### src/rtl/cdc_cmd_line_assembler_if.sv
// Console handshake bundle between the CDC endpoint, the line assembler and the command processor.
// "master" is the assembler side, "slave" is the endpoint/consumer side.
interface cdc_cmd_line_assembler_if;
    logic       dtr;
    logic [7:0] rx_data;
    logic       rx_valid;
    logic       rx_ready;
    logic [7:0] echo_data;
    logic       echo_valid;
    logic       echo_ready;
    logic [7:0] line_data;
    logic       line_valid;
    logic       line_last;
    logic       line_ready;
    logic [7:0] line_len;
    logic       line_err;
    logic       line_cancel;

    modport master (
        input  dtr, rx_data, rx_valid, echo_ready, line_ready,
        output rx_ready, echo_data, echo_valid, line_data, line_valid,
               line_last, line_len, line_err, line_cancel
    );

    modport slave (
        output dtr, rx_data, rx_valid, echo_ready, line_ready,
        input  rx_ready, echo_data, echo_valid, line_data, line_valid,
               line_last, line_len, line_err, line_cancel
    );
endinterface

### src/rtl/cdc_cmd_line_assembler.sv
// Line editor for the CDC debug console: collects keystrokes, echoes them with
// backspace/cancel/overflow handling and streams finished lines to the command processor.
module cdc_cmd_line_assembler #(
    parameter int LINE_MAX = 64,
    parameter int ECHO_EN  = 1
) (
    input  logic                            clk,
    input  logic                            rst,
    cdc_cmd_line_assembler_if.master        bus
);

    localparam int         AW      = $clog2(LINE_MAX);
    localparam logic [7:0] LMAX    = 8'(LINE_MAX);
    localparam logic       ECHO_ON = (ECHO_EN != 0);

    typedef enum logic [2:0] {
        COLLECT = 3'd0,
        ECHO    = 3'd1,
        ERASE   = 3'd2,
        NEWLINE = 3'd3,
        EMIT    = 3'd4,
        DISCARD = 3'd5
    } state_t;

    state_t     state_r, state_s;
    logic [7:0] len_r, len_s;
    logic       last_cr_r, last_cr_s;
    logic [1:0] step_r, step_s;
    logic [7:0] emit_idx_r, emit_idx_s;
    logic [7:0] emit_nxt_s;
    logic [7:0] line_buf_r [0:LINE_MAX-1];

    logic       wr_en_s;
    logic       nl_start_s;
    logic       rx_fire_s;
    logic       echo_done_s;
    logic       line_fire_s;
    logic       printable_s;
    logic       erase_key_s;

    logic       rx_ready_r, rx_ready_s;
    logic [7:0] echo_data_r, echo_data_s;
    logic       echo_valid_r, echo_valid_s;
    logic [7:0] line_data_r, line_data_s;
    logic       line_valid_r, line_valid_s;
    logic       line_last_r, line_last_s;
    logic [7:0] line_len_r, line_len_s;
    logic       line_err_r, line_err_s;
    logic       line_cancel_r, line_cancel_s;

    // With echo disabled the echo bus stays quiet at zero.
    function automatic logic [7:0] echo_byte(input logic [7:0] b);
        return ECHO_ON ? b : 8'h00;
    endfunction

    assign rx_fire_s   = bus.rx_valid & rx_ready_r;
    assign echo_done_s = !ECHO_ON || (echo_valid_r && bus.echo_ready);
    assign line_fire_s = line_valid_r & bus.line_ready;
    assign printable_s = (bus.rx_data >= 8'h20) && (bus.rx_data <= 8'h7E);
    assign erase_key_s = (bus.rx_data == 8'h08) || (bus.rx_data == 8'h7F);
    assign emit_nxt_s  = emit_idx_r + 8'd1;

    // Next-state and next-output logic for the line editor.
    always_comb begin
        state_s       = state_r;
        len_s         = len_r;
        last_cr_s     = last_cr_r;
        step_s        = step_r;
        emit_idx_s    = emit_idx_r;
        echo_valid_s  = echo_valid_r;
        echo_data_s   = echo_data_r;
        line_valid_s  = line_valid_r;
        line_data_s   = line_data_r;
        line_last_s   = line_last_r;
        line_len_s    = line_len_r;
        line_err_s    = 1'b0;
        line_cancel_s = 1'b0;
        wr_en_s       = 1'b0;
        nl_start_s    = 1'b0;

        if (!bus.dtr) begin
            // Host gone: abandon everything and drop whatever arrives meanwhile.
            state_s      = COLLECT;
            len_s        = 8'd0;
            last_cr_s    = 1'b0;
            step_s       = 2'd0;
            echo_valid_s = 1'b0;
            line_valid_s = 1'b0;
            line_last_s  = 1'b0;
        end else begin
            case (state_r)
                COLLECT: begin
                    if (rx_fire_s) begin
                        last_cr_s = (bus.rx_data == 8'h0D);
                        if (printable_s) begin
                            if (len_r < LMAX) begin
                                wr_en_s      = 1'b1;
                                len_s        = len_r + 8'd1;
                                state_s      = ECHO;
                                echo_valid_s = ECHO_ON;
                                echo_data_s  = echo_byte(bus.rx_data);
                            end else begin
                                state_s = DISCARD;
                            end
                        end else if (erase_key_s) begin
                            if (len_r != 8'd0) begin
                                len_s        = len_r - 8'd1;
                                state_s      = ERASE;
                                step_s       = 2'd0;
                                echo_valid_s = ECHO_ON;
                                echo_data_s  = echo_byte(8'h08);
                            end else begin
                                len_s = len_r;
                            end
                        end else if (bus.rx_data == 8'h0D) begin
                            nl_start_s = 1'b1;
                        end else if (bus.rx_data == 8'h0A) begin
                            nl_start_s = !last_cr_r;
                        end else if (bus.rx_data == 8'h03) begin
                            len_s         = 8'd0;
                            line_cancel_s = 1'b1;
                            nl_start_s    = 1'b1;
                        end else begin
                            nl_start_s = 1'b0;
                        end
                    end else begin
                        last_cr_s = last_cr_r;
                    end
                end
                ECHO: begin
                    if (echo_done_s) begin
                        state_s      = COLLECT;
                        echo_valid_s = 1'b0;
                    end else begin
                        state_s = ECHO;
                    end
                end
                ERASE: begin
                    // Rub-out on the terminal: back, blank, back.
                    if (echo_done_s) begin
                        if (!ECHO_ON || step_r == 2'd2) begin
                            state_s      = COLLECT;
                            echo_valid_s = 1'b0;
                        end else begin
                            step_s      = step_r + 2'd1;
                            echo_data_s = (step_r == 2'd0) ? 8'h20 : 8'h08;
                        end
                    end else begin
                        state_s = ERASE;
                    end
                end
                NEWLINE: begin
                    if (echo_done_s) begin
                        if (!ECHO_ON || step_r == 2'd1) begin
                            echo_valid_s = 1'b0;
                            if (len_r != 8'd0) begin
                                state_s      = EMIT;
                                emit_idx_s   = 8'd0;
                                line_valid_s = 1'b1;
                                line_data_s  = line_buf_r[0];
                                line_last_s  = (len_r == 8'd1);
                                line_len_s   = len_r;
                            end else begin
                                state_s = COLLECT;
                                len_s   = 8'd0;
                            end
                        end else begin
                            step_s      = 2'd1;
                            echo_data_s = 8'h0A;
                        end
                    end else begin
                        state_s = NEWLINE;
                    end
                end
                EMIT: begin
                    if (line_fire_s) begin
                        if (line_last_r) begin
                            state_s      = COLLECT;
                            len_s        = 8'd0;
                            line_valid_s = 1'b0;
                            line_last_s  = 1'b0;
                        end else begin
                            emit_idx_s  = emit_nxt_s;
                            line_data_s = line_buf_r[emit_nxt_s[AW-1:0]];
                            line_last_s = ((emit_nxt_s + 8'd1) == len_r);
                        end
                    end else begin
                        state_s = EMIT;
                    end
                end
                DISCARD: begin
                    if (rx_fire_s) begin
                        last_cr_s = (bus.rx_data == 8'h0D);
                        if ((bus.rx_data == 8'h0D) || (bus.rx_data == 8'h0A)) begin
                            line_err_s = 1'b1;
                            len_s      = 8'd0;
                            nl_start_s = 1'b1;
                        end else begin
                            nl_start_s = 1'b0;
                        end
                    end else begin
                        last_cr_s = last_cr_r;
                    end
                end
                default: begin
                    state_s = COLLECT;
                    len_s   = 8'd0;
                end
            endcase

            if (nl_start_s) begin
                state_s      = NEWLINE;
                step_s       = 2'd0;
                echo_valid_s = ECHO_ON;
                echo_data_s  = echo_byte(8'h0D);
            end else begin
                wr_en_s = wr_en_s & 1'b1;
            end
        end

        rx_ready_s = (state_s == COLLECT) || (state_s == DISCARD);
    end

    // State, counters and registered outputs.
    always_ff @(posedge clk) begin
        if (rst) begin
            state_r       <= COLLECT;
            len_r         <= 8'd0;
            last_cr_r     <= 1'b0;
            step_r        <= 2'd0;
            emit_idx_r    <= 8'd0;
            rx_ready_r    <= 1'b0;
            echo_data_r   <= 8'd0;
            echo_valid_r  <= 1'b0;
            line_data_r   <= 8'd0;
            line_valid_r  <= 1'b0;
            line_last_r   <= 1'b0;
            line_len_r    <= 8'd0;
            line_err_r    <= 1'b0;
            line_cancel_r <= 1'b0;
        end else begin
            state_r       <= state_s;
            len_r         <= len_s;
            last_cr_r     <= last_cr_s;
            step_r        <= step_s;
            emit_idx_r    <= emit_idx_s;
            rx_ready_r    <= rx_ready_s;
            echo_data_r   <= echo_data_s;
            echo_valid_r  <= echo_valid_s;
            line_data_r   <= line_data_s;
            line_valid_r  <= line_valid_s;
            line_last_r   <= line_last_s;
            line_len_r    <= line_len_s;
            line_err_r    <= line_err_s;
            line_cancel_r <= line_cancel_s;
        end
    end

    // Character storage; contents are only meaningful below len_r, so no reset.
    always_ff @(posedge clk) begin
        if (wr_en_s) begin
            line_buf_r[len_r[AW-1:0]] <= bus.rx_data;
        end
    end

    assign bus.rx_ready    = rx_ready_r;
    assign bus.echo_data   = echo_data_r;
    assign bus.echo_valid  = echo_valid_r;
    assign bus.line_data   = line_data_r;
    assign bus.line_valid  = line_valid_r;
    assign bus.line_last   = line_last_r;
    assign bus.line_len    = line_len_r;
    assign bus.line_err    = line_err_r;
    assign bus.line_cancel = line_cancel_r;

endmodule

### src/flat_wrapper.sv
// flat-port wrapper written by rule: the top's interface ports become plain ports
module cdc_cmd_line_assembler_flat 
#(
    parameter int LINE_MAX = 64,
    parameter int ECHO_EN  = 1
)
  (clk, rst, bus_dtr, bus_rx_data, bus_rx_valid, bus_echo_ready, bus_line_ready, bus_rx_ready, bus_echo_data, bus_echo_valid, bus_line_data, bus_line_valid, bus_line_last, bus_line_len, bus_line_err, bus_line_cancel);
  cdc_cmd_line_assembler_if bus_i ();
  input  logic clk;
  input  logic rst;
  input wire logic [$bits(bus_i.dtr)-1:0] bus_dtr;
  input wire logic [$bits(bus_i.rx_data)-1:0] bus_rx_data;
  input wire logic [$bits(bus_i.rx_valid)-1:0] bus_rx_valid;
  input wire logic [$bits(bus_i.echo_ready)-1:0] bus_echo_ready;
  input wire logic [$bits(bus_i.line_ready)-1:0] bus_line_ready;
  output wire logic [$bits(bus_i.rx_ready)-1:0] bus_rx_ready;
  output wire logic [$bits(bus_i.echo_data)-1:0] bus_echo_data;
  output wire logic [$bits(bus_i.echo_valid)-1:0] bus_echo_valid;
  output wire logic [$bits(bus_i.line_data)-1:0] bus_line_data;
  output wire logic [$bits(bus_i.line_valid)-1:0] bus_line_valid;
  output wire logic [$bits(bus_i.line_last)-1:0] bus_line_last;
  output wire logic [$bits(bus_i.line_len)-1:0] bus_line_len;
  output wire logic [$bits(bus_i.line_err)-1:0] bus_line_err;
  output wire logic [$bits(bus_i.line_cancel)-1:0] bus_line_cancel;
  assign bus_i.dtr = bus_dtr;
  assign bus_i.rx_data = bus_rx_data;
  assign bus_i.rx_valid = bus_rx_valid;
  assign bus_i.echo_ready = bus_echo_ready;
  assign bus_i.line_ready = bus_line_ready;
  assign bus_rx_ready = bus_i.rx_ready;
  assign bus_echo_data = bus_i.echo_data;
  assign bus_echo_valid = bus_i.echo_valid;
  assign bus_line_data = bus_i.line_data;
  assign bus_line_valid = bus_i.line_valid;
  assign bus_line_last = bus_i.line_last;
  assign bus_line_len = bus_i.line_len;
  assign bus_line_err = bus_i.line_err;
  assign bus_line_cancel = bus_i.line_cancel;
  cdc_cmd_line_assembler #(.LINE_MAX(LINE_MAX), .ECHO_EN(ECHO_EN)) u_core (.clk(clk), .rst(rst), .bus(bus_i));
endmodule
### config.mk
export PLATFORM = sky130hd
export DESIGN_NAME = cdc_cmd_line_assembler_flat
export DESIGN_NICKNAME = d
export VERILOG_FILES = /design/src/rtl/cdc_cmd_line_assembler_if.sv /design/src/rtl/cdc_cmd_line_assembler.sv /design/src/flat_wrapper.sv
export SDC_FILE = /design/constraint.sdc
export NUM_CORES = 1
export LEC_CHECK = 0
export CAP_MARGIN = 10
export CORE_MARGIN = 3
export CORE_UTILIZATION = 40
export CTS_CLUSTER_SIZE = 40
export DETAILED_ROUTE_END_ITERATION = 16
export PLACE_DENSITY_LB_ADDON = 0.25
export SKIP_CTS_REPAIR_TIMING = 1
export SYNTH_ARGS = -nofsm -noshare
export SYNTH_HDL_FRONTEND = slang
export SYNTH_SLANG_ARGS = --single-unit
### constraint.sdc
create_clock -name clk -period 8.35 [get_ports clk]
set_input_delay 1.2525 -clock clk [delete_from_list [all_inputs] [get_ports clk]]
set_output_delay 1.2525 -clock clk [all_outputs]
set_load 0.005 [all_outputs]
* Yosys cells after proc, flatten, opt, wreduce, memory -nomap -nowiden
Memories as Yosys holds them, arrays and structs flattened.
Cells that the tools add are included.
** Word-level totals
- Bits in writable memories :: 512
- Input port bits :: 14
- Memories kept :: 1
- Output and inout bits :: 30
- Bits in registers :: 52
** Memories
- u_core.line_buf_r :: depth 64, bits a word 8, read ports 2, clocked after Yosys merged registers in 0, write ports 1, line cdc_cmd_line_assembler.sv:31 : logic [7:0] line_buf_r [0:LINE_MAX-1];
** Operators by class
- Bitwise operators :: 7
- $lt $le $gt $ge :: 3
- Eq/ne operators :: 47
- Reductions and logical operators :: 29
- $add $sub $neg :: 5
- Multiplexer cells :: 105
** Operators by type and width (number)
- 8-bit two-way mux :: 35
- 3-bit two-way mux :: 14
- 8-bit case mux with 5 select lines :: 1
- 1-bit two-way mux :: 37
- 8-bit case mux with 2 select lines :: 2
- 8-bit by 1-bit adder with 8-bit output (second input constant) :: 3
- 8-bit by 4-bit == test with 1-bit output (second input constant) :: 3
- 8-bit case mux with 3 select lines :: 1
- 2-bit by 1-bit inequality test with 1-bit output (second input constant) :: 11
- 10-bit AND reduction :: 2
- 3-bit by 1-bit inequality test with 1-bit output (second input constant) :: 6
- 3-bit case mux with 6 select lines :: 1
- 2-bit two-way mux :: 8
- 14-bit AND reduction :: 1
- 4-bit by 1-bit inequality test with 1-bit output (second input constant) :: 3
- 2-bit inequality test (second input constant) :: 5
- 5-bit AND reduction :: 2
- 3-bit == test (second input constant) :: 3
- 3-bit inequality test (second input constant) :: 3
- 9-bit AND reduction :: 1
- 8-bit by 1-bit == test with 1-bit output (second input constant) :: 1
- 8-bit by 2-bit == test with 1-bit output (second input constant) :: 1
- 8-bit by 7-bit == test with 1-bit output (second input constant) :: 1
- 8-bit == test :: 1
- 34 further kinds :: 50

* Logic depth before layout (Yosys ltp)
- Depth in word-level cells :: 13
- Depth in mapped cells :: 14
- Mapped depth without buffers :: 9

* Worst setup path after synthesis
No wires, ideal clock.
- Kind :: in2reg
- Start :: in bus_rx_data[0]
- End :: mem u_core.line_buf_r[43][0] (enable)
- Path buffers :: 1
- Path slack :: 5171 ps
- Setup time :: 370 ps
- Stages on the path :: 7
- Arrival :: 2809 ps
- Data required time :: 7980 ps
- Path through :: buf_2 nand4b_1 o21a_1 nand4_1 nor2_1 nand3_1 nor2_1
** On the way
- Cells in the longest elaborated chain, start to end :: 8
** RTL lines
- start, declared :: line flat_wrapper.sv:12 : input wire logic [$bits(bus_i.rx_data)-1:0] bus_rx_data;
- 8-bit by 6-bit greater-or-equal comparator with 1-bit output / 8-bit by 7-bit <= comparator with 1-bit output (equally long branches) :: line cdc_cmd_line_assembler.sv:59 : assign printable_s = (bus.rx_data >= 8'h20) && (bus.rx_data <= 8'h7E);
- 1-bit logical AND * :: line cdc_cmd_line_assembler.sv:59
- 1-bit two-way mux * :: line cdc_cmd_line_assembler.sv:95 : if (printable_s) begin
- 1-bit two-way mux * :: line cdc_cmd_line_assembler.sv:93 : if (rx_fire_s) begin
- 1-bit two-way mux * :: line cdc_cmd_line_assembler.sv:91 : case (state_r)
- 1-bit two-way mux * :: line cdc_cmd_line_assembler.sv:81 : if (!bus.dtr) begin
- 1-bit two-way mux * :: line cdc_cmd_line_assembler.sv:261 : if (wr_en_s) begin
- 1-bit two-way mux (implied by the code) * :: line cdc_cmd_line_assembler.sv:262 : line_buf_r[len_r[AW-1:0]] <= bus.rx_data;
- end, declared :: line cdc_cmd_line_assembler.sv:31
Every way passes the cells marked *; elsewhere a longest branch is shown, timed or not.

* Worst setup path in the final report
- Start :: reg u_core.emit_idx_r[0]
- End :: reg u_core.line_data_r[1], in the netlist u_core.bus.line_data[1]
** On the way
- Cells in the longest elaborated chain, start to end :: 5
** RTL lines
- start, declared :: line cdc_cmd_line_assembler.sv:29 : logic [7:0] emit_idx_r, emit_idx_s;
- start signal, assigned :: line cdc_cmd_line_assembler.sv:246 : emit_idx_r <= emit_idx_s;
- 8-bit by 1-bit adder with 8-bit output :: line cdc_cmd_line_assembler.sv:61 : assign emit_nxt_s = emit_idx_r + 8'd1;
- memory 64 x 8 bit
- 8-bit two-way mux :: line cdc_cmd_line_assembler.sv:177 : if (line_last_r) begin
- 8-bit two-way mux :: line cdc_cmd_line_assembler.sv:176 : if (line_fire_s) begin
- 8-bit case mux with 2 select lines :: line cdc_cmd_line_assembler.sv:91
- end signal, assigned :: line cdc_cmd_line_assembler.sv:250 : line_data_r <= line_data_s;
- end, declared :: line cdc_cmd_line_assembler.sv:44 : logic [7:0] line_data_r, line_data_s;
Every way passes these cells. The select of a mux whose other input is x is not followed.
A chain may end at the register's enable or synchronous reset.

==> results.yml <==
floorplan:
  die_area_um2: 61200
  num_io_pins: 44
  die_h_um: 247
  die_w_um: 247
  initial_core_util_pct: 40.9
  coreArea_um2: 57000
  rows: 87
global_route:
  gr-total-overflow: 0
  grt_pass1_vias: 12300
  antenna_found_initial: 0
  grt_pass1_wl_um: 82000
  grt_max_degree: 75
  track_usage_pct: 18.1
synth:
  syn_avg_cell_area_um2: 17.3
  ys_ff_latch: 564
  ys_seq_area_share_pct: 70.4
  ys_warn_count: 0
  synth_ff_type: "edfxtp_1"
  synth_simple_gate_area_share_pct: 5.93
  muxShareOfSynthArea_pct: 16.5
  synth-edff-count: 512
  synth_top_area_cell: "edfxtp_1"
  synth_top_area_share_pct: 65.9
  synth_compound_area_share_pct: 4.32
  synth_fa_ha_area_share_pct: 0.483
  synth_top_family_by_area: "multiplexers"
  yosysUniqueCellTypes: 69
  synth_area_leaders: "edfxtp_1 66%, mux4_2 12%, dfxtp_1 4.5%"
  syn_area_um2: 23300
  yosys.area_share.xor_xnor_pct: 0.660
  syn_nets: 1369
  async_flop_share_pct: 0
  netlist_instances: 1346
timing:
  clock-skew-final_ps: 21.7
  drv_slew: 0
  grt_setup_unrepaired: "false"
  worst_pin_slew_ps: 1130
  max_freq_ghz: 0.207
  finalCriticalPeriod_ps: 4840
  setup-tns-final_ps: 0
  relSlewSlack_pct: 25.0
  hold_viol: 0
  fin_crit_sh_pct: 58.0
  finalSetupViolCount: 0
layout:
  drive_gt1_share_pct: 17.7
  final_common_cell: "edfxtp_1"
  syn_to_final_growth_pct: 13.1
  fill_cells: 4932
  insertedDiodeCount: 0
  most-common-layout-cells: "512 x edfxtp_1, 128 x mux4_2, 126 x nor2_1"
  utilization_pct: 46.2
  design_area_um2: 26400
  fin_nets: 1416
place:
  detailed_place.area_um2: 24500
  place_congestion: 0.851
  port_buffers: 43
  hpwlAfterDp_um: 33100
clock_network:
  cts_tree: "yes"
  cts_sinks: 564
  cts_buffers: 57
  clock_latency_ps: 620
  clk_pin_slew_ps: 60
  htreeDepth: 2
  clockBufferDepth: 3
  cts_root_buf: "clkbuf_16"
power_and_ir_drop:
  vdd_drop_max_v: 0.000192
  power_leakage_nw: 8.20
  cellPowerDensity_nw_per_um2: 215
  p_total_mw: 5.67
routing:
  num_vias: 12400
  first_pass_iters: 5
  viasPerCell: 5.65
  drtIter0Drc: 1065
  drt-total-wl_um: 54700
  drtAntennaViolNets: 0
  wl_per_cell_um: 25.0
  drc: 0
outcome:
  status: "completed"
setup_path:
  worstPathRequired_ps: 8830
  worstSetupPathType: "reg -> reg"
  end_kind: "register"
  start_kind: "register"
  arrival_ps: 5320
  critPathMaxFanout: 74
hold_path:
  hold_class: "reg -> reg"
run:
  maxCapViolCount: 0
## worst max-delay path, cell delays in order (launching register included)
cell	delay, ps
dfxtp_4	830
inv_1	180
ha_4	1070
buf_4	850
mux4_2	440
mux2i_1	330
nand2_1	110
a32oi_1	310
a21oi_1	180
a211oi_1	270
nor3_1	90
## final timing paths
path                            slack [ps]                    start                      end  depth (start not counted)
worst max register to register        3510     u_core.emit_idx_r[0]  u_core.bus.line_data[1]                         10
worst min register to register         470  u_core.bus.echo_data[4]  u_core.bus.echo_data[4]                          2
worst max-delay path                  3510     u_core.emit_idx_r[0]  u_core.bus.line_data[1]                         10
worst min-delay path                   470  u_core.bus.echo_data[4]  u_core.bus.echo_data[4]                          2
## registers in the layout, summed over array words and instances, names as in the netlist, 2 cells and up
register	flops
u_core.bus.echo_data	8
u_core.bus.line_data	8
u_core.bus.line_len	8
u_core.emit_idx_r	8
u_core.len_r	8
u_core.line_buf_r	512
u_core.state_r	3
u_core.step_r	2
## through the flow
stage | worst slack, ps | hold slack (ps) | cells
global placement | 3480 | 456 | 2090
floorplan | 5170 | 449 | 1346
CTS | 3490 | 475 | 2192
global route | 3180 | 485 | 2192
finish | 3510 | 472 | 2192
detailed placement | 3340 | 465 | 2090
## metal layers
layer | GRT usage, % | vias up | routed length [um]
met5 | 0 | - | 0
met4 | 4.46 | 0 | 976
met3 | 3.25 | 74 | 3370
met2 | 28.6 | 428 | 25800
met1 | 26.2 | 6383 | 24600
li1 | - | 5494 | -
## synth_stat cells (4+ instances only)
cell type  number
edfxtp_1      512
mux4_2        128
nor2_1        126
mux2i_1        97
nand2_1        62
dfxtp_1        52
clkbuf_1       42
a21oi_1        38
buf_2          28
nor3_1         25
nand3_1        19
a22oi_1        17
a211oi_1       16
o21ai_0        12
and3_1          9
ha_1            9
inv_1           9
nand2b_1        9
a32oi_1         8
xnor2_1         8
and2_1          7
nand4_1         7
xor2_1          7
buf_1           6
o21ai_1         6
nor2b_1         5
a221oi_1        4
buf_4           4
nand3b_1        4
nor4_1          4
o22ai_1         4
o31ai_1         4
## report_power, final
part / leakage, nW / switching [mW] / internal [mW] / total, mW
registers: 5.02 / 0.00183 / 3.08 / 3.08
logic: 2.29 / 0.0771 / 0.0205 / 0.0976
clock network: 0.887 / 1.05 / 1.44 / 2.49
total: 8.20 / 1.13 / 4.54 / 5.67
## layout make-up
cell class / instances / area, um2 / area share, %
Clock buffer: 70 / 1480 / 5.59
Clock inverter: 32 / 345 / 1.31
Inverter: 9 / 33.8 / 0.128
Multi-Input combinational cell: 692 / 6560 / 24.9
Sequential cell: 564 / 16400 / 62.3
Tap cell: 756 / 946 / 3.59
Timing Repair Buffer: 69 / 586 / 2.22
## cells by family after synthesis
group | count (synthesis)
AOI/OAI and AO/OA | 143
muxes | 225
adders and majority gates | 9
xor gates and xnor gates | 16
and+or+nand+nor | 299
DFF | 564
buffers and inverters | 90
(Power assumes the default switching activity.)
